$ cat src/rtl/rr_arbiter_mux4.sv
// Round-robin arbiter driving a shared 4:1 mux onto one valid/ready port.
// Each grant moves up to BURST words, then hands priority to the next requester.
module rr_arbiter_mux4 #(
  parameter int WIDTH = 8,
  parameter int BURST = 4
) (
  input  logic             clk,
  input  logic             rst,
  input  logic [3:0]       req,
  input  logic [WIDTH-1:0] data0,
  input  logic [WIDTH-1:0] data1,
  input  logic [WIDTH-1:0] data2,
  input  logic [WIDTH-1:0] data3,
  input  logic             out_ready,
  output logic             out_valid,
  output logic [WIDTH-1:0] out_data,
  output logic [1:0]       sel,
  output logic [3:0]       grant,
  output logic [3:0]       ack
);
  localparam int CW = $clog2(BURST) + 1;

  typedef enum logic {IDLE, BUSY} state_t;

  state_t          state, state_nx;
  logic [1:0]      ptr, ptr_nx, sel_nx;
  logic [3:0]      grant_nx;
  logic [CW-1:0]   beat_cnt, beat_nx;
  logic [WIDTH-1:0] data_sel;
  logic            found;
  logic [1:0]      win, idx;

  always_comb begin
    case (sel)
      2'd0:    data_sel = data0;
      2'd1:    data_sel = data1;
      2'd2:    data_sel = data2;
      default: data_sel = data3;
    endcase
  end

  assign out_valid = (state == BUSY) & req[sel];
  assign out_data  = out_valid ? data_sel : '0;
  assign ack       = grant & {4{out_valid & out_ready}};

  // Scan starting at ptr so the most recently released requester comes last.
  always_comb begin
    found = 1'b0;
    win   = ptr;
    idx   = ptr;
    for (int i = 0; i < 4; i++) begin
      idx = ptr + 2'(i);
      if (!found && req[idx]) begin
        found = 1'b1;
        win   = idx;
      end
    end
  end

  always_comb begin
    state_nx = state;
    ptr_nx   = ptr;
    sel_nx   = sel;
    grant_nx = grant;
    beat_nx  = beat_cnt;
    case (state)
      IDLE: begin
        if (found) begin
          state_nx = BUSY;
          sel_nx   = win;
          grant_nx = 4'b0001 << win;
          beat_nx  = '0;
        end
      end
      default: begin
        if (!req[sel] || (out_ready && beat_cnt == CW'(BURST - 1))) begin
          state_nx = IDLE;
          grant_nx = '0;
          ptr_nx   = sel + 2'd1;
        end
        if (out_valid && out_ready)
          beat_nx = beat_cnt + 1'b1;
      end
    endcase
  end

  always_ff @(posedge clk) begin
    if (rst) begin
      state    <= IDLE;
      ptr      <= '0;
      sel      <= '0;
      grant    <= '0;
      beat_cnt <= '0;
    end else begin
      state    <= state_nx;
      ptr      <= ptr_nx;
      sel      <= sel_nx;
      grant    <= grant_nx;
      beat_cnt <= beat_nx;
    end
  end
endmodule

$ cat config.mk
export PLATFORM = sky130hd
export DESIGN_NAME = rr_arbiter_mux4
export DESIGN_NICKNAME = d
export VERILOG_FILES = /design/src/rtl/rr_arbiter_mux4.sv
export SDC_FILE = /design/constraint.sdc
export NUM_CORES = 1
export LEC_CHECK = 0
export CAP_MARGIN = 20
export CORE_MARGIN = 1.5
export CORE_UTILIZATION = 40
export CTS_BUF_LIST = sky130_fd_sc_hd__clkbuf_4
export DETAILED_ROUTE_END_ITERATION = 8
export PLACE_DENSITY = 0.88
export SLEW_MARGIN = 20
export SYNTH_ARGS = -nofsm -noshare
export SYNTH_HDL_FRONTEND = slang
export SYNTH_SLANG_ARGS = --single-unit
$ cat constraint.sdc
create_clock -name clk -period 4.9 [get_ports clk]
set_input_delay 0.98 -clock clk [delete_from_list [all_inputs] [get_ports clk]]
set_output_delay 0.98 -clock clk [all_outputs]
set_load 0.02 [all_outputs]
## After elaboration in Yosys (flattened, before gate mapping)

Index checks and enable logic that the tools add are counted.

- Register bits: 12
- Output and inout bits: 19

- $add $sub $neg: 5
- Order comparisons: 5
- Eq/ne operators: 5
- Shift-type cells: 1
- Mux-type cells: 28
- Bitwise logic cells: 4
- Reductions and logical operators: 16

Operators with widths:

| kind | count |
|---|---|
| 8-bit one-hot mux with 3 select lines | 1 |
| 2-bit by 3-bit less-than comparator with 1-bit output, second input constant | 5 |
| 1-bit 2-to-1 mux | 12 |
| 4-bit 2-to-1 mux | 3 |
| 1-bit binary-select mux with 2-bit select | 5 |
| 3-bit 2-to-1 mux | 3 |
| 8-bit 2-to-1 mux | 1 |
| 2-bit AND reduction | 4 |
| 2-bit 2-to-1 mux | 3 |
| 1-bit logical AND | 5 |
| 2-bit by 1-bit adder with 2-bit output, second input constant | 2 |
| 2-bit adder, second input constant | 2 |
| 4-bit bitwise AND | 1 |
| 1-bit zero test | 4 |
| 2-bit by 1-bit inequality test with 1-bit output, second input constant | 2 |
| 1-bit by 2-bit left shift with 4-bit output, first input constant | 1 |
| 3-bit by 1-bit adder with 3-bit output, second input constant | 1 |
| 3-bit by 2-bit equality test with 1-bit output, second input constant | 1 |
| 1-bit bitwise AND | 2 |
| 2-bit by 1-bit equality test with 1-bit output, second input constant | 1 |
| 2-bit equality test, second input constant | 1 |
| 2-bit zero test | 1 |
| 2-bit nonzero test | 1 |
| 1-bit logical OR | 1 |
| 1-bit NOT | 1 |

## Longest topological paths before layout

- Depth after elaboration: 15
- Gate-level depth with buffers: 7
- Depth with buffers taken out: 7

## Worst setup path before layout

No wires, ideal clock.

- Kind: in2out
- Start: input req[3]
- End: output ack[0]
- Arrival time: 1935 ps
- Data required time: 3920 ps
- Path slack: 1985 ps
- Stages on the path: 3
- Path buffers: 0
- Cells stage by stage: mux4_2 -> and3_1 -> and2_1

- Cells in the longest elaborated chain, start to end: 5

Ends and longest elaborated chain:

| element | line | source |
|---|---|---|
| start: declaration | 9 | `input logic [3:0] req,` |
| 1-bit binary-select mux with 2-bit select | 42 | `assign out_valid = (state == BUSY) & req[sel];` |
| 1-bit 2-to-1 mux (not written as such) | 42 |  |
| 1-bit bitwise AND | 42 |  |
| 1-bit bitwise AND | 44 | `assign ack = grant & {4{out_valid & out_ready}};` |
| 4-bit bitwise AND | 44 |  |
| end: declaration | 19 | `output logic [3:0] ack` |

No other way between the ends. The select of a mux whose other input is x is not followed.

## Final worst setup path

Same ends and word-level chain as after synthesis.

==> impl_results.md <==
- Area Growth Syn to Fin: 67.51%
- Initial antenna violation count: 0
- Port bufs: 57
- Worst clock skew: 0.005599 ns
- CP Capture Type: primary output
- DR vias: 1152
- Largest fanout on the critical path: 8
- Horizontal die dimension: 50.26 um
- Top-level port count: 58
- Total setup violations reported at the end of the flow: 0
- Hold-fix buffers, CTS: 0
- Post-detailed-routing wire length: 3060 um
- Number of DRC violations after detailed routing: 0
- Cell area after layout: 1496 um^2
- Pins Over Slew Limit: 0
- Worst slack, placed: 0.8928 ns
- Rel. slew slack: 54.65%
- Fraction of final layout cells sized beyond drive strength 1: 3.468%
- Max-cap violations: 0
- Fraction of the yosys area taken by sequential cells: 26.89%
- Total Die Area: 2526 um^2
- PwrDens: 215.5 nW/um^2
- Min setup slack post-route: 0.8856 ns
- Vias in the first global route: 1107
- Number of enable flip-flop cells after synthesis: 0
- Yosys synthesis warning count: 0
- Type of the most critical hold path: reg2reg
- Static Leak: 0.5693 nW
- Critical Path RT: 3.92 ns
- Hold path startpoint: beat_cnt[1]
- Measured slew at the worst slew-check pin: 0.6631 ns
- Number of distinct library cells after synthesis: 31
- Skew-Pair Late Insertion Delay: 0.27 ns
- Setup repair bufs after CTS: 0
- Worst R2R Path Depth: 4
- Placer Congestion: 0.8510
- Vert. Die Dim: 50.26 um
- RSZ-0062 raised after global routing: false
- Startpoint of the most critical register-to-register path: sel[0]
- Worst reg2reg endpoint: grant[2]
- Flop-to-flop setup slack: 3.07 ns
- Post-synthesis sequential element count: 12
- Result of the run: complete, no violations
- Vias per std cell: 5.760
- Final HPWL DP: 2349 um
- Net count, final: 219
- Dpl cell area: 1470 um^2
- Number of levels the H-tree was split into: 1
- Num CTS Buffers: 3
- Clock input transition at the sequential cells of the worst setup and hold paths: 0.07 ns
- Number of buffers on the longest clock path: 2
- Net count after synthesis: 164
- IR drop worst, VDD: 0.0001525 V
- Cell count after synthesis: 119
- End point of the worst hold path: beat_cnt[1]
- Worst endpoint data arrival time: 3.03 ns
- FP Rows: 16
- Final critical delay including setup and external delays: 4.014 ns
- Detailed-route wire length per cell: 15.30 um
- Proportion of register bits with asynchronous set or reset after synthesis: 0%
- Critical path launch point type: input pin
- Crit Path Class: in2out
- Post-Syn Area: 893.4 um^2
- Clk Tree Root Cell: sky130_fd_sc_hd__clkbuf_4
- First-pass GRT wire length: 4698 um
- Setup TNS after final layout: 0 ns
- Number of violations reported at the end of detailed-routing iteration 0: 52
- Hold violation count in the final report: 0
- Pin count of the biggest net entering global routing: 17
- Fmax: 0.2491 GHz
- Antenna diode count: 0
- Final Power: 0.3225 mW
- GR Overflow Total: 0
- Dominant register cell in the synthesized netlist: sky130_fd_sc_hd__dfxtp_1
- Number of resized instances in the post-cts repair step: 0
- 1st-pass router iterations: 5
- Filler cell count in the final layout: 176
- Effective utilization at floorplan: 43.75%
- Mean Syn Cell Area: 7.507 um^2
- Number of instances on the worst hold path: 2
- Detail Route Antenna Nets: 0
- Final cycle utilization of the critical path: 81.93%
- CTS tree: yes
- Overall routing resource usage: 24.17%
- Core Box Area: 2042 um^2
- TritonCTS Sinks: 12
-- cells by family (layout without fill, tap and decap cells) --
family / Yosys count / count (layout) / share of synthesized area (%)
adders and majority gates: 6 / 6 / 8.403
AOI/OAI and AO/OA: 35 / 35 / 29.69
and+or+nand+nor: 50 / 50 / 25.35
muxes: 2 / 2 / 3.641
DFF: 12 / 12 / 26.89
buffers and inverters: 14 / 68 / 6.022
-- worst max-delay path: stages --
cell and delay [ns]:
sky130_fd_sc_hd__clkdlybuf4s50_1 0.52, sky130_fd_sc_hd__mux4_2 0.57, sky130_fd_sc_hd__and3_1 0.25, sky130_fd_sc_hd__and2_1 0.17, sky130_fd_sc_hd__clkdlybuf4s50_1 0.53
-- cells in the mapped netlist, drive strengths merged, types with 3 or more instances --
library cell  count  area (um^2)
a21oi            12        60.06
a222oi            8        80.08
and2              5        31.28
clkbuf            5        18.77
dfxtp            12        240.2
ha                6        75.07
inv               7        26.28
nand2             4        15.01
nand3             3        15.01
nor2             29        108.9
nor3              3        15.01
-- report_power, final --
part	internal [mW]	switching, mW
sequential	0.104	0.00892
clock	0.0295	0.0336
combinational	0.0759	0.0702
total	0.210	0.113
-- cell type report --
cell class                      count  area (um^2)  area share [%]
Multi-Input combinational cell     93        599.3           40.05
Timing Repair Buffer               57        570.5           38.13
Sequential cell                    12        240.2           16.05
Tap cell                           27        33.78           2.258
Inverter                            7        26.28           1.756
Clock buffer                        3        22.52           1.505
Clock inverter                      1        3.754          0.2508
-- layout by cell type (no fill, tap or decap), types with 4 or more instances in the layout --
cell type / Yosys / routed
sky130_fd_sc_hd__nand2_1: 4 / 4
sky130_fd_sc_hd__ha_1: 6 / 6
sky130_fd_sc_hd__a21oi_1: 12 / 12
sky130_fd_sc_hd__and2_1: 5 / 5
sky130_fd_sc_hd__inv_1: 7 / 7
sky130_fd_sc_hd__a222oi_1: 8 / 8
sky130_fd_sc_hd__nor2_1: 29 / 29
sky130_fd_sc_hd__clkdlybuf4s50_1: 0 / 57
sky130_fd_sc_hd__dfxtp_1: 12 / 12
-- registers in the layout, summed over array words and instances (netlist names) --
register,count
grant,4
beat_cnt,3
ptr,2
sel,2
state,1
-- worst max path at each step --
stage	start	end	slack (ns)	depth (start not counted)
final	req[3]	ack[0]	0.89	5
after global routing	req[3]	ack[1]	0.81	5
after CTS	req[3]	ack[0]	0.89	5
after global placement	req[3]	ack[1]	0.94	5
after floorplan	req[3]	ack[0]	1.98	3
after detailed placement	req[3]	ack[0]	0.89	5
-- stage by stage --
step           std cells  utilization [%]  hold WS (ns)
2_1_floorplan        119                -        0.4516
3_3_place_gp         196            72.00        0.4640
3_5_place_dp         196            72.00        0.4785
4_1_cts              200            73.28        0.4885
5_1_grt              200            73.28        0.5155
6_report             200            73.28        0.4847
-- per-layer routing --
metal / up-vias / wire, um / GRT usage (%) / share of wire, %
li1: 544 / - / - / -
met1: 529 / 1163 / 24.68 / 38
met2: 75 / 1531 / 47.15 / 50
met3: 4 / 343 / 6.250 / 11
met4: 0 / 21 / 6.944 / 0.69
met5: - / 0 / 0 / 0
Note: power is estimated with default switching activity, not from simulation.
